==> src/rtl/ara_sim_ctrl.sv <==
// Simulation-control block for Ara SoC test tops: drives the DUT reset, tracks a run-cycle
// budget and gathers exit codes from several sources. After a drain window it reports one
// sticky pass/fail/timeout verdict.
module ara_sim_ctrl #(
   parameter int unsigned NrChannels   = 1,
   parameter int unsigned ResetCycles  = 20,
   parameter int unsigned MaxRunCycles = 32'h3000000,
   parameter int unsigned DrainCycles  = 100,
   parameter int unsigned CntWidth     = 32,
   parameter int unsigned ExitWidth    = 32
) (
   input  logic                            clk_i,
   input  logic                            rst_i,
   output logic                            dut_rst_no,
   input  logic [NrChannels-1:0]           exit_valid_i,
   input  logic [NrChannels*ExitWidth-1:0] exit_code_i,
   input  logic [NrChannels-1:0]           hw_cnt_en_i,
   output logic [1:0]                      state_o,
   output logic [NrChannels-1:0]           exited_o,
   output logic [CntWidth-1:0]             cycle_cnt_o,
   output logic [CntWidth-1:0]             active_cnt_o,
   output logic [ExitWidth-1:0]            exit_code_o,
   output logic                            timeout_o,
   output logic                            done_o,
   output logic                            pass_o
);

   typedef enum logic [1:0] {
      StReset = 2'd0,
      StRun   = 2'd1,
      StDrain = 2'd2,
      StDone  = 2'd3
   } state_e;

   localparam logic [CntWidth-1:0] LpResetLast = CntWidth'(ResetCycles - 1);
   localparam logic [CntWidth-1:0] LpRunLast   = CntWidth'(MaxRunCycles - 1);
   localparam logic [CntWidth-1:0] LpDrainLast = CntWidth'(DrainCycles - 1);

   state_e                r_state;
   logic                  r_dut_rst_n;
   // Shared by RESET and DRAIN; RUN leaves it at 0 so DRAIN starts from 0.
   logic [CntWidth-1:0]   r_phase_cnt;
   logic [CntWidth-1:0]   r_cycle_cnt;
   logic [CntWidth-1:0]   r_active_cnt;
   logic [NrChannels-1:0] r_exited;
   logic [ExitWidth-1:0]  r_code [NrChannels];
   logic                  r_timeout;
   logic                  r_done;

   logic [NrChannels-1:0] w_new_exit;
   logic [NrChannels-1:0] w_exited_upd;
   logic                  w_all_exited;
   logic                  w_budget_hit;
   logic [ExitWidth-1:0]  w_exit_code;
   logic                  w_codes_zero;

   // Exit bookkeeping for the current RUN cycle, including strobes arriving this cycle.
   always_comb begin
      w_new_exit   = exit_valid_i & ~r_exited;
      w_exited_upd = r_exited | w_new_exit;
      w_all_exited = &w_exited_upd;
      w_budget_hit = (r_cycle_cnt == LpRunLast);
   end

   // Lowest-index nonzero latched code wins; scan downwards so lower indices overwrite.
   always_comb begin
      w_exit_code  = '0;
      w_codes_zero = 1'b1;
      for (int c = NrChannels - 1; c >= 0; c--) begin
         if (r_code[c] != '0) begin
            w_exit_code  = r_code[c];
            w_codes_zero = 1'b0;
         end
      end
   end

   // Controller FSM with all registered outputs.
   always_ff @(posedge clk_i) begin
      if (rst_i) begin
         r_state      <= StReset;
         r_dut_rst_n  <= 1'b0;
         r_phase_cnt  <= '0;
         r_cycle_cnt  <= '0;
         r_active_cnt <= '0;
         r_exited     <= '0;
         r_timeout    <= 1'b0;
         r_done       <= 1'b0;
         for (int c = 0; c < NrChannels; c++) begin
            r_code[c] <= '0;
         end
      end else begin
         case (r_state)
            StReset: begin
               if (r_phase_cnt == LpResetLast) begin
                  r_state     <= StRun;
                  r_dut_rst_n <= 1'b1;
                  r_phase_cnt <= '0;
               end else begin
                  r_phase_cnt <= r_phase_cnt + 1'b1;
               end
            end
            StRun: begin
               if (!(&r_cycle_cnt)) begin
                  r_cycle_cnt <= r_cycle_cnt + 1'b1;
               end
               if ((|hw_cnt_en_i) && !(&r_active_cnt)) begin
                  r_active_cnt <= r_active_cnt + 1'b1;
               end
               for (int c = 0; c < NrChannels; c++) begin
                  if (w_new_exit[c]) begin
                     r_code[c] <= exit_code_i[c*ExitWidth +: ExitWidth];
                  end
               end
               r_exited <= w_exited_upd;
               // A final exit in the budget's last cycle takes priority over the timeout.
               if (w_all_exited) begin
                  r_state <= StDrain;
               end else if (w_budget_hit) begin
                  r_timeout <= 1'b1;
                  r_state   <= StDrain;
               end
            end
            StDrain: begin
               if (r_phase_cnt == LpDrainLast) begin
                  r_state <= StDone;
                  r_done  <= 1'b1;
               end else begin
                  r_phase_cnt <= r_phase_cnt + 1'b1;
               end
            end
            StDone: begin
               r_state <= StDone;
            end
            default: begin
               r_state <= StReset;
            end
         endcase
      end
   end

   assign dut_rst_no   = r_dut_rst_n;
   assign state_o      = r_state;
   assign exited_o     = r_exited;
   assign cycle_cnt_o  = r_cycle_cnt;
   assign active_cnt_o = r_active_cnt;
   assign exit_code_o  = w_exit_code;
   assign timeout_o    = r_timeout;
   assign done_o       = r_done;
   assign pass_o       = r_done & (&r_exited) & ~r_timeout & w_codes_zero;

endmodule

==> config.mk <==
export PLATFORM = sky130hd
export DESIGN_NAME = ara_sim_ctrl
export DESIGN_NICKNAME = d
export VERILOG_FILES = /design/src/rtl/ara_sim_ctrl.sv
export SDC_FILE = /design/constraint.sdc
export NUM_CORES = 1
export LEC_CHECK = 0
export BUFFER_PORTS_ARGS = -buffer_cell sky130_fd_sc_hd__buf_2
export CAP_MARGIN = 10
export CORE_MARGIN = 1.5
export CORE_UTILIZATION = 55
export DETAILED_ROUTE_END_ITERATION = 10
export GPL_TIMING_DRIVEN = 0
export PLACE_DENSITY = 0.9
export REMOVE_ABC_BUFFERS = 1
export SKIP_CTS_REPAIR_TIMING = 1
export SYNTH_ARGS = -nofsm -noshare
export SYNTH_HDL_FRONTEND = slang
export SYNTH_SLANG_ARGS = --single-unit
==> constraint.sdc <==
create_clock -name clk_i -period 5.05 [get_ports clk_i]
set_input_delay 1.01 -clock clk_i [delete_from_list [all_inputs] [get_ports clk_i]]
set_output_delay 1.01 -clock clk_i [all_outputs]
set_load 0.005 [all_outputs]
==> run metrics <==
initial antenna violation count 0; Final Hold Viols 0; placed insts 962; #FFs+latches synth 134; average size of a mapped cell 8.90 µm²; GPL Wtd Cong 0.847; pin count of the biggest net entering global routing 88; Area Overhead vs Synth 19.0%; Slew Limit Fails 0; Finish-stage setup viols 0; crit path capture type output port; asr flop ratio synth 0%; dpl hpwl 10.8 mm; Fmax 338 MHz; outcome finished, violations left; Initial Utilization 57.1%; actual slew at the worst max-slew pin 0.969 ns; # diodes 0; Setup TNS 0 ns; slowest cell on the critical path nor4b_1; failing checks DRC; vias in the first global route 5685; max_cap viols 0; CP Launch Type register; Final Non-Filler Cells 994; slew margin rel. 34.9%; # DRC 3; worst-skew pair later-pin latency 0.41 ns; post-layout min period 2.96 ns; worst path cell trace nor4b_1 > nand4_1 > nor3_1 > buf_2; Slowest Stage Delay on Critical Path 0.51 ns; final worst setup slack 2.09 ns; commonest non-fill, non-tap cell in the layout buf_2; ANT nets after route 0; Worst-path clk slew 0.06 ns; core area 11500 µm²; Synth Cell Area 6580 µm²; Pwr Density 305 nW/µm²; crit-path max FO 2; 1st-iter DRT viols 497; gr usage total 25.7%; RSZ-0062 raised after global routing false; Worst Skew 0.00957 ns; peak supply drop 0.267 mV; final worst path period share 58.5%; class of the worst hold path register to register; IO Port Bufs 138; Die X-Extent 112 µm; first-pass detailed-route iteration total 9; yosys warns 0; final wirelength 16.1 mm; Post-Syn Instances 739; routed vias 6130; Post-synth top flop dfxtp_1; total grt overflow 0; H-tree Lvls 4; routed vias/inst 6.17; CTS root buf clkbuf_16; num rows 39; number of CTS-inserted buffers 17; Worst Path Arrival 1.95 ns; WL per Instance 16.2 µm; pre-CTS setup slack 2.11 ns; # IOs 139; Nets 877; height of the chip 112 µm; LEAKAGE 0.00299 µW; Synth cell types 61; CTS sink cnt 134; EDFF count, synth 32; commonest non-fill, non-tap cells in the layout buf_2, dfxtp_1, nor2_1; largest area contributor in the netlist dfxtp_1; layout cell share with drive strength beyond 1 22.8%; Yosys top cell area share 31.1%; Worst EP required 4.04 ns; top post-synthesis cells by area dfxtp_1, edfxtp_1, a21oi_1, nor2_1, and2_1; Worst Setup Path Type register to output port; CTS Buffer Depth 2; global-route wire length before repair 26.5 mm; register area share after synthesis 45.7%; CTS tree built; die footprint 12600 µm²
## cells in the mapped netlist (19+ instances only)
master and number:
a21oi_1 57, and2_1 37, clkbuf_1 52, dfxtp_1 102, edfxtp_1 32, nand2_1 43
nand3_1 37, nand4_1 29, nor2_1 62, nor3_1 19, o21ai_0 34, or3_1 34
## kinds of logic (layout without fill, tap and decap cells)
logic type | after synthesis | count (layout) | synth area share, %
AOI/OAI and AO/OA | 139 | 139 | 12.9
DFF | 134 | 134 | 45.7
xor gates and xnor gates | 27 | 27 | 3.60
adders and majority gates | 3 | 3 | 0.571
buffers and inverters | 72 | 184 | 4.30
and+or+nand+nor | 353 | 353 | 31.1
muxes | 11 | 11 | 1.86
## routing by layer
layer | track usage (%) | vias to the layer above | share of wire, %
li1 | - | 2926 | -
met1 | 31.8 | 2895 | 42
met2 | 42.3 | 264 | 48
met3 | 7.72 | 45 | 7.3
met4 | 10.1 | 0 | 2.6
met5 | 0 | - | 0
## through the flow
| stage | power, µW | hold WS (ns) | util (%) | cell area, µm² |
|---|---|---|---|---|
| 2_1_floorplan | 1160 | 0.452 | - | 6340 |
| 3_3_place_gp | 1200 | 0.453 | 62.6 | 7210 |
| 3_5_place_dp | 1200 | 0.463 | 62.9 | 7250 |
| 4_1_cts | 2400 | 0.476 | 68.0 | 7830 |
| 5_1_grt | 2450 | 0.502 | 68.0 | 7830 |
| 6_report | 2390 | 0.482 | 68.0 | 7830 |
## cell type report
| cell class | count | area (µm²) |
|---|---|---|
| clock buffer | 19 | 433 |
| clock inverter | 13 | 148 |
| fill | 892 | 3690 |
| inverter | 13 | 48.8 |
| multi-input combinational | 533 | 3310 |
| sequential | 134 | 3000 |
| tap | 143 | 179 |
| timing repair buffer | 139 | 704 |
## worst paths after layout
check	startpoint	end	slack, ns	cells after the start
setup / recovery	r_code[0][23]	pass_o	2.09	4
setup reg to reg	state_o[0]	r_code[0][14]	2.26	3
hold / removal	dut_rst_no	dut_rst_no	0.48	2
hold reg to reg	dut_rst_no	dut_rst_no	0.48	2
## power breakdown
part,switching (µW),internal [µW],total [µW]
clock network,477,733,1210
registers,9.76,1110,1120
logic,35.1,22.5,57.6
total,522,1860,2390
## sequential cells by signal (all words and copies together), names as in the netlist
name	flops
active_cnt_o	32
exited_o	1
r_phase_cnt	32
r_code	32
timeout_o	1
state_o	2
cycle_cnt_o	32
dut_rst_no	1
done_o	1
## critical path: cells and delay by family, from the launching register on
| family | cells | cell delay [ns] |
|---|---|---|
| flops | 1 | 0.39 |
| buf+inv | 1 | 0.15 |
| simple gates | 3 | 0.99 |
(Power assumes the default switching activity.)
